$ cat src/rtl/control_timer_unit.sv
// ---------------------------------------------------------------------------
// control_timer_unit
//
// Keypad-entry and timebase front end for the countdown timer datapath.
//   * Synchronizes a 10-key one-hot keypad, priority-encodes it to a BCD digit
//     (highest pressed key wins) and issues a one-cycle active-low load strobe
//     on each new press while entry is enabled.
//   * Divides the system clock into a 50 % duty square wave that clocks the
//     downstream BCD countdown counters.
//
// Optional feature: define CONTROL_TIMER_DEBOUNCE_EN to insert a debounce
// filter between the synchronizer and the key FSM. When undefined the FSM
// sees the synchronizer output directly and DEBOUNCE_CYCLES is ignored.
//
// Parameters
//   CLK_DIV          system clocks per pgt_1Hz period (even, >= 2)
//   DEBOUNCE_CYCLES  consecutive stable samples before a code is accepted
//                    (1..255, debounce builds only)
// Ports
//   clk       in   system clock, rising edge
//   resetn    in   asynchronous active-low reset
//   keyboard  in   [9:0] keypad, bit i = key for digit i pressed
//   enablen   in   active-low entry enable (0 = keys accepted)
//   d         out  [3:0] BCD of last accepted key
//   loadn     out  active-low load strobe, one cycle per accepted key
//   pgt_1Hz   out  divided clock, period CLK_DIV cycles
// ---------------------------------------------------------------------------
module control_timer_unit #(
  parameter int CLK_DIV         = 100,
  parameter int DEBOUNCE_CYCLES = 4
) (
  input  logic       clk,
  input  logic       resetn,
  input  logic [9:0] keyboard,
  input  logic       enablen,
  output logic [3:0] d,
  output logic       loadn,
  output logic       pgt_1Hz
);

  // Code used internally for "no key pressed"; never a valid BCD digit.
  localparam logic [3:0] KEY_NONE = 4'hF;

  localparam int HALF  = CLK_DIV / 2;
  localparam int DIV_W = (HALF > 1) ? $clog2(HALF) : 1;
  localparam logic [DIV_W-1:0] DIV_LAST = DIV_W'(HALF - 1);

  // -------------------------------------------------------------------------
  // Two-flop synchronizer
  // -------------------------------------------------------------------------
  logic [9:0] key_meta_reg;
  logic [9:0] key_sync_reg;

  always_ff @(posedge clk or negedge resetn) begin
    if (!resetn) begin
      key_meta_reg <= '0;
      key_sync_reg <= '0;
    end else begin
      key_meta_reg <= keyboard;
      key_sync_reg <= key_meta_reg;
    end
  end

  // -------------------------------------------------------------------------
  // Priority encoder: later (higher) bits overwrite lower ones, so the
  // highest pressed key wins.
  // -------------------------------------------------------------------------
  logic [3:0] raw_code;

  always_comb begin
    raw_code = KEY_NONE;
    for (int i = 0; i < 10; i++) begin
      if (key_sync_reg[i]) begin
        raw_code = 4'(i);
      end
    end
  end

  // -------------------------------------------------------------------------
  // Code seen by the key FSM
  // -------------------------------------------------------------------------
  logic [3:0] fsm_code;

`ifdef CONTROL_TIMER_DEBOUNCE_EN
  localparam logic [7:0] DEB_N = 8'(DEBOUNCE_CYCLES);

  logic [3:0] deb_last_reg;
  logic [3:0] deb_code_reg;
  logic [7:0] deb_cnt_reg;
  logic [7:0] deb_cnt_next;

  // deb_cnt counts consecutive edges at which raw_code has held its current
  // value (including the edge where it first appears). It saturates at DEB_N;
  // the filtered code is refreshed whenever the count reaches DEB_N, so a
  // change becomes visible DEBOUNCE_CYCLES edges after it first appears.
  always_comb begin
    if (raw_code != deb_last_reg) begin
      deb_cnt_next = 8'd1;
    end else if (deb_cnt_reg >= DEB_N) begin
      deb_cnt_next = DEB_N;
    end else begin
      deb_cnt_next = deb_cnt_reg + 8'd1;
    end
  end

  always_ff @(posedge clk or negedge resetn) begin
    if (!resetn) begin
      deb_last_reg <= KEY_NONE;
      deb_code_reg <= KEY_NONE;
      deb_cnt_reg  <= '0;
    end else begin
      deb_last_reg <= raw_code;
      deb_cnt_reg  <= deb_cnt_next;
      if (deb_cnt_next == DEB_N) begin
        deb_code_reg <= raw_code;
      end
    end
  end

  assign fsm_code = deb_code_reg;
`else
  // Debounce not built: parameter kept only for a uniform interface.
  logic cfg_unused;
  assign cfg_unused = (DEBOUNCE_CYCLES != 0);
  assign fsm_code   = raw_code;
`endif

  // -------------------------------------------------------------------------
  // Key FSM: a press is only reported on the IDLE->HELD transition, so
  // rolling from one key to another without release produces no event, and
  // a key already held when enablen falls never fires.
  // -------------------------------------------------------------------------
  typedef enum logic {
    IDLE = 1'b0,
    HELD = 1'b1
  } key_state_t;

  key_state_t state_reg;
  key_state_t state_next;
  logic       accept;

  always_ff @(posedge clk or negedge resetn) begin
    if (!resetn) begin
      state_reg <= IDLE;
    end else begin
      state_reg <= state_next;
    end
  end

  always_comb begin
    state_next = state_reg;
    accept     = 1'b0;
    case (state_reg)
      IDLE: begin
        if (fsm_code != KEY_NONE) begin
          state_next = HELD;
          accept     = ~enablen;
        end
      end
      HELD: begin
        if (fsm_code == KEY_NONE) begin
          state_next = IDLE;
        end
      end
      default: state_next = IDLE;
    endcase
  end

  // Registered outputs. accept can only be high in IDLE and always moves the
  // FSM to HELD, so the strobe cannot last more than one cycle.
  logic [3:0] d_reg;
  logic       loadn_reg;

  always_ff @(posedge clk or negedge resetn) begin
    if (!resetn) begin
      d_reg     <= 4'd0;
      loadn_reg <= 1'b1;
    end else begin
      loadn_reg <= ~accept;
      if (accept) begin
        d_reg <= fsm_code;
      end
    end
  end

  assign d     = d_reg;
  assign loadn = loadn_reg;

  // -------------------------------------------------------------------------
  // Clock divider: count 0..HALF-1, toggle the output on each wrap.
  // -------------------------------------------------------------------------
  logic [DIV_W-1:0] div_cnt_reg;
  logic             pgt_reg;

  always_ff @(posedge clk or negedge resetn) begin
    if (!resetn) begin
      div_cnt_reg <= '0;
      pgt_reg     <= 1'b0;
    end else if (div_cnt_reg == DIV_LAST) begin
      div_cnt_reg <= '0;
      pgt_reg     <= ~pgt_reg;
    end else begin
      div_cnt_reg <= div_cnt_reg + 1'b1;
    end
  end

  assign pgt_1Hz = pgt_reg;

endmodule

$ cat config.mk
export PLATFORM = sky130hd
export DESIGN_NAME = control_timer_unit
export DESIGN_NICKNAME = d
export VERILOG_FILES = /design/src/rtl/control_timer_unit.sv
export SDC_FILE = /design/constraint.sdc
export NUM_CORES = 1
export LEC_CHECK = 0
export ABC_AREA = 0
export CORE_MARGIN = 3
export CORE_UTILIZATION = 30
export CTS_BUF_LIST = sky130_fd_sc_hd__clkbuf_4 sky130_fd_sc_hd__clkbuf_8
export CTS_CLUSTER_SIZE = 16
export DETAILED_ROUTE_END_ITERATION = 7
export PLACE_DENSITY_LB_ADDON = 0.08
export SETUP_SLACK_MARGIN = 0.15
export SLEW_MARGIN = 20
export SYNTH_ARGS = -nofsm -noshare
export SYNTH_HDL_FRONTEND = slang
export SYNTH_SLANG_ARGS = --single-unit
$ cat constraint.sdc
create_clock -name clk -period 1.55 [get_ports clk]
set_input_delay 0.155 -clock clk [delete_from_list [all_inputs] [get_ports clk]]
set_output_delay 0.155 -clock clk [all_outputs]
set_load 0.05 [all_outputs]
==> results of run 1 <==
-- cell families after synthesis --
| group | after synthesis | synth area share [%] |
|---|---|---|
| fa+ha+maj | 2 | 2.197 |
| flops | 33 | 72.64 |
| simple gates | 30 | 14.73 |
| buf+inv | 1 | 0.3294 |
| compound gates | 12 | 7.032 |
| xor+xnor | 4 | 3.077 |
-- placed cells by master (no fill, tap or decap), types with 2 or more instances in the layout --
cell,Yosys,routed
ha_1,2,2
a21oi_1,3,3
nand2_1,2,2
clkbuf_8,0,5
nor4_4,0,2
nor2_1,12,11
xnor2_1,2,2
nand3_1,3,3
o31ai_1,2,2
buf_4,0,6
o21ai_0,3,3
xor2_1,2,2
nor2b_1,2,2
nor3_1,3,3
dfrtp_1,32,32
clkdlybuf4s50_1,0,12
-- worst paths after layout --
check                                                from  slack, ns                        end
worst max-delay path            key_sync_reg[1]$_DFF_PN0_       0.29           d[0]$_DFFE_PN0P_
max in group asynchronous                          resetn       0.96            loadn$_DFF_PN1_
worst min register to register  key_meta_reg[3]$_DFF_PN0_       0.35  key_sync_reg[3]$_DFF_PN0_
min in group clk                              keyboard[3]       0.31  key_meta_reg[3]$_DFF_PN0_
worst max register to register  key_sync_reg[1]$_DFF_PN0_       0.29           d[0]$_DFFE_PN0P_
worst min-delay path                               resetn       0.27        state_reg$_DFF_PN0_
-- per-layer routing --
layer / vias up / track usage, % / share of wire (%)
met5: - / 0 / 0
met4: 0 / 6.076 / 2.9
met2: 19 / 13.61 / 46
met3: 7 / 4.992 / 8.0
met1: 331 / 10.52 / 43
li1: 331 / - / -
-- repair_timing --
item,in CTS,in global routing
resized for setup,0,3
endpoints found under the setup margin,0,3
endpoints found under the hold margin,0,0
-- per-stage QoR --
stage	setup slack [ns]	area (um2)	hold slack, ns	cells	total power (W)
after floorplan	0.3548	1139	-0.1406	82	0.0009875
after global placement	0.2253	1381	0.3340	147	0.001061
after detailed placement	0.2028	1381	0.3370	147	0.001062
after CTS	0.2087	1496	0.2836	155	0.001881
after global routing	0.1991	1516	0.2822	155	0.001936
final	0.2933	1516	0.2660	155	0.001847
-- report_power, final --
| part | leakage [nW] | switching (W) | internal [W] | total, W |
|---|---|---|---|---|
| logic | 0.189 | 0.0000684 | 0.0000554 | 0.000124 |
| clock network | 0.0543 | 0.000320 | 0.000481 | 0.000801 |
| registers | 0.385 | 0.0000253 | 0.000897 | 0.000923 |
-- cell usage after synthesis --
cell,number
a2bb2oi_1,1
nand3b_1,1
nor2_1,12
inv_1,1
o21ai_0,3
nand4b_1,1
nor2b_1,2
xor2_1,2
nor3_1,3
nor4_2,2
nand3_1,3
ha_1,2
and2_1,1
xnor2_1,2
nand2_1,2
a41oi_1,1
o31ai_1,2
nand3_2,1
or2_0,1
a21oi_1,3
a22o_1,1
dfrtp_1,32
o31a_1,1
dfstp_2,1
and2b_2,1
-- final cells by class --
cell class                      count  share of cell area, %
Multi-Input combinational cell     48                  21.62
Tap cell                           46                  3.795
Timing Repair Buffer               19                  12.21
Inverter                            1                 0.2475
Clock inverter                      3                  3.053
Clock buffer                        5                  4.538
Sequential cell                    33                  54.54
==> out/metrics.yaml, run 1 <==
status: "complete, no violations"
insertion_delay_ns: 0.28
syn_nets: 97
slowest_delay_ns: 0.42
max_clock_freq_ghz: 0.7957
start_util_pct: 32.58
cp_num_buf_inv: 0
core_um2: 3495
fillCellCount: 337
pin_count: 19
hp-class: "primary input to asynchronous set/reset pin"
ff_latch_area_um2: 827.0
io_buffer_count: 18
synthCells: 82
netlist_area_um2: 1139
grt_pass1_wl_mm: 2.932
vias_per_cell: 4.439
ff2ff_path_depth: 4
hold_viol_final: 0
crit_chain: "nor4_4 -> nand3_2 -> a21oi_1 -> a21oi_1"
slew_viol_final: 0
nNetsFinal: 123
tightest_slew_ns: 0.3977
grt_pass1_vias: 656
wl_mm: 1.710
synth_top_area_share_pct: 70.33
cts_tree: "yes"
synth-warning-count: 0
leakage_nw: 0.6280
synth-seq-cells: 33
die_w_um: 67.61
ys_types: 25
die_h_um: 67.61
gr-total-overflow: 0
yosysSeqAreaShare_pct: 72.64
via_count: 688
irDropWorstVdd_mv: 0.4326
cpLargestDelayFamily: "simple AND/OR/NAND/NOR gates"
synth_area_per_cell_um2: 13.89
clk_pin_slew_ns: 0.07
synth.area.top_cells: "dfrtp_1 (70%), nor2_1 (4.0%), dfstp_2 (2.3%)"
dp_hpwl_mm: 1.217
cts_setup_buffers: 0
crit_top_cell: "a21oi_1"
fin_crit_ns: 1.257
final-setup-viol-count: 0
critical_path_peak_fanout: 3
postRouteAntennaNets: 0
grt_max_degree: 34
cp_num_cells: 4
place_congestion: 0.6811
start_kind: "flop"
finalCritPeriodShare_pct: 81.08
area_growth_syn_to_layout_pct: 33.19
max_cap_viol_count: 0
clockRootBuffer: "clkbuf_8"
cts.sinks: 33
powerDensity_nw_per_um2: 1218
route.detailed.drc: 0
skew_ns: 0.002943
finalSetupTns_ns: 0
rsz0062_at_grt: "no"
cpMaxStageDelayCell: "dfrtp_1"
cts_buffer_depth: 2
synth_top_area_cell: "dfrtp_1"
multi_input_area_um2: 327.8
crit_path_end_kind: "flop"
postCtsHoldBufs: 0
wire_per_inst_um: 11.03
die_area_um2: 4570
cp.required_ns: 1.71
insertedDiodeCount: 0
grt_util_all_layers_pct: 9.333
antenna_found_initial: 0
critPathKind: "flop to flop"
cp.arrival_ns: 1.42
dr.pass1.iters: 2
relSlewSlack_pct: 73.49
dr.first_iter.drc_count: 24
drive_gt1_share_pct: 19.27
postLayoutCoreUtil_pct: 43.39
cts_buffers: 5
rows: 21
htreeDepth: 2
(Power assumes the default switching activity.)
==> run 2, diff against run 1 <==
==> constraint.sdc (replaced) <==
create_clock -name clk -period 1.1 [get_ports clk]
set_input_delay 0.11 -clock clk [delete_from_list [all_inputs] [get_ports clk]]
set_output_delay 0.11 -clock clk [all_outputs]
set_load 0.05 [all_outputs]
==> run 2 against run 1 <==
  * The run now ends with setup timing left
  * Worst setup slack got worse by 0.45 ns
  * Clock skew rose by 0.0033 ns
  * Clock-buffer cell count did not move
  * Sequential cell count did not move
  * Sequential share of layout area fell by 7.5 points
  * Global-route usage rose by 1.3 points
  * Critical path depth did not move
  * Wire length rose by 21%
  * Utilization rose by 6.9 points
  * Critical endpoint is now d[2]$_DFFE_PN0P_
  * Largest cell class unchanged
  * Largest power group unchanged
==> out/metrics.yaml, run 2 (same netlist as run 1, synthesis figures left out) <==
status: "finished, violations left"  # was complete, no violations
violations: "setup timing"
slowest_delay_ns: 0.40  # was 0.42 ns
critPathKind: "flop to flop"  # unchanged
p_int_w: 0.001842  # was 0.001433 W
max_cap_viol_count: 0  # unchanged
p_sw_share_pct: 23.65  # was 22.40%
cp-startpoint: "key_sync_reg[4]$_DFF_PN0_"  # was key_sync_reg[1]$_DFF_PN0_
grt_util_all_layers_pct: 10.65  # was 9.333%
cts_buffer_depth: 2  # unchanged
final_common_cell: "dfrtp_1"  # unchanged
powerDensity_nw_per_um2: 1372  # was 1218 nW/um2
use_met3_pct: 4.326  # was 4.992%
grt.met1_usage_pct: 12.58  # was 10.52%
grt_pass1_wl_mm: 3.415  # was 2.932 mm
dp_hpwl_mm: 1.371  # was 1.217 mm
fin_crit_ns: 1.258  # was 1.257 ns
io_buffer_count: 18  # unchanged
fin_cells: 174  # was 155
die_w_um: 67.61  # unchanged
dr.pass1.iters: 3  # was 2
p_sw_w: 0.0005704  # was 0.0004138 W
via_count: 755  # was 688
place_congestion: 0.7672  # was 0.6811
leakage_nw: 0.7412  # was 0.6280 nW
hp-class: "primary input to asynchronous set/reset pin"  # unchanged
skew_ns: 0.006260  # was 0.002943 ns
slew_viol_final: 0  # unchanged
cp.arrival_ns: 1.43  # was 1.42 ns
tightest_slew_ns: 0.3069  # was 0.3977 ns
core_um2: 3495  # unchanged
relSlewSlack_pct: 79.54  # was 73.49%
crit_path_end_kind: "flop"  # unchanged
clockRootBuffer: "clkbuf_8"  # unchanged
insertion_delay_ns: 0.28  # about the same
start_kind: "flop"  # unchanged
cp.required_ns: 1.27  # was 1.71 ns
ff2ff_path_depth: 4  # unchanged
drive_gt1_share_pct: 39.84  # was 19.27%
antenna_found_initial: 0  # unchanged
final-setup-viol-count: 12  # was 0
final_area_um2: 1758  # was 1516 um2
cts.sinks: 33  # unchanged
rsz0062_at_grt: "yes"  # was no
nNetsFinal: 142  # was 123
route.detailed.drc: 0  # unchanged
pin_count: 19  # unchanged
grt_pass1_vias: 810  # was 656
dr.first_iter.drc_count: 9  # was 24
htreeDepth: 2  # unchanged
most-common-layout-cells: "dfrtp_1 (32), buf_4 (18), clkdlybuf4s50_1 (12)"  # was dfrtp_1 (32), clkdlybuf4s50_1 (12), nor2_1 (11)
wire_per_inst_um: 11.93  # was 11.03 um
clk_pin_slew_ns: 0.07  # about the same
crit_chain: "nor4_4 -> buf_4 -> o21ai_1 -> a22o_1"  # was nor4_4 -> nand3_2 -> a21oi_1 -> a21oi_1
die_area_um2: 4570  # unchanged
rows: 21  # unchanged
critical_path_peak_fanout: 3  # unchanged
busiest_layer: "met2"  # unchanged
finalSetupTns_ns: -1.043  # was 0 ns
placedInstanceArea_um2: 1541  # was 1381 um2
max_clock_freq_ghz: 0.7947  # was 0.7957 GHz
gr-total-overflow: 0  # unchanged
p_clk_share_pct: 35.6  # was 43.3%
ff2ff_setup_slack_ns: -0.16  # was 0.29 ns
use_met2_pct: 15.07  # was 13.61%
cpMaxStageDelayCell: "dfrtp_1"  # unchanged
rr_endpoint: "d[2]$_DFFE_PN0P_"  # was d[0]$_DFFE_PN0P_
die_h_um: 67.61  # unchanged
seqPwrFrac_pct: 54.1  # was 50.0%
irDropWorstVdd_mv: 0.9749  # was 0.4326 mV
finalCritPeriodShare_pct: 114.4  # was 81.08%
cts_buffers: 5  # unchanged
worstSetupEndpoint: "d[2]$_DFFE_PN0P_"  # was d[0]$_DFFE_PN0P_
insertedDiodeCount: 0  # unchanged
area_growth_syn_to_layout_pct: 54.40  # was 33.19%
dp_cells: 157  # was 147
cts_tree: "yes"  # unchanged
wl_mm: 2.075  # was 1.710 mm
power_w: 0.002412  # was 0.001847 W
grt_max_degree: 25  # was 34
pwr-share-comb_pct: 10.3  # was 6.7%
start_util_pct: 32.58  # unchanged
hold_viol_final: 0  # unchanged
postRouteAntennaNets: 0  # unchanged
vias_per_cell: 4.339  # was 4.439
r2r_start: "key_sync_reg[4]$_DFF_PN0_"  # was key_sync_reg[1]$_DFF_PN0_
final.setup.worst_slack_ns: -0.1583  # was 0.2933 ns
[run 2: layout make-up]
class,instances,area (um2)
Clock buffer,5,68.82
Clock inverter,3,17.52
Fill cell,307,1737
Inverter,1,3.754
Multi-Input combinational cell,48,385.4
Sequential cell,33,827.0
Tap cell,46,57.56
Timing Repair Buffer,38,397.9
[run 2: power groups by stage]
stage | sequential [W] | combinational (W) | clock, W
final | 0.00130 | 0.000249 | 0.000859
after global routing | 0.00131 | 0.000268 | 0.000935
after CTS | 0.00131 | 0.000245 | 0.000884
after detailed placement | 0.00133 | 0.000231 | 0
after global placement | 0.00133 | 0.000229 | 0
after floorplan | 0.00137 | 0.0000312 | 0
[run 2: timing repair]
action                     4_1_cts  5_1_grt
setup buffers                    4        5
hold buffers                     0        0
pin swaps                        4        5
resized for setup                3       12
setup endpoints to repair       18       18
[run 2: worst min path at each step]
stage | startpoint | end | slack [ns] | depth (start not counted)
final | resetn | d[1]$_DFFE_PN0P_ | 0.14 | 2
after global routing | resetn | d[1]$_DFFE_PN0P_ | 0.16 | 2
after CTS | resetn | d[1]$_DFFE_PN0P_ | 0.14 | 2
after detailed placement | key_meta_reg[3]$_DFF_PN0_ | key_sync_reg[3]$_DFF_PN0_ | 0.33 | 0
after global placement | key_meta_reg[0]$_DFF_PN0_ | key_sync_reg[0]$_DFF_PN0_ | 0.34 | 0
after floorplan | resetn | d[0]$_DFFE_PN0P_ | -0.19 | 0
[run 2: metal layers]
metal / wire (um) / vias to the layer above
met2: 1003 / 21
met4: 57 / 0
met5: 0 / -
met3: 124 / 7
li1: - / 371
met1: 889 / 356
[run 2: critical path: cells and delay by family (launching register included)]
kind	cells	cell delay (ns)
buf+inv	1	0.16
simple gates	1	0.35
flops	1	0.40
compound gates	2	0.23
[run 2: through the flow]
stage | util (%) | hold slack [ns] | setup slack [ns]
after global routing | 50.30 | 0.1576 | -0.2390
final | 50.30 | 0.1392 | -0.1583
after CTS | 47.76 | 0.1388 | -0.1557
after floorplan | - | -0.1856 | -0.06447
after detailed placement | 44.11 | 0.3347 | -0.2032
after global placement | 44.11 | 0.3353 | -0.1654
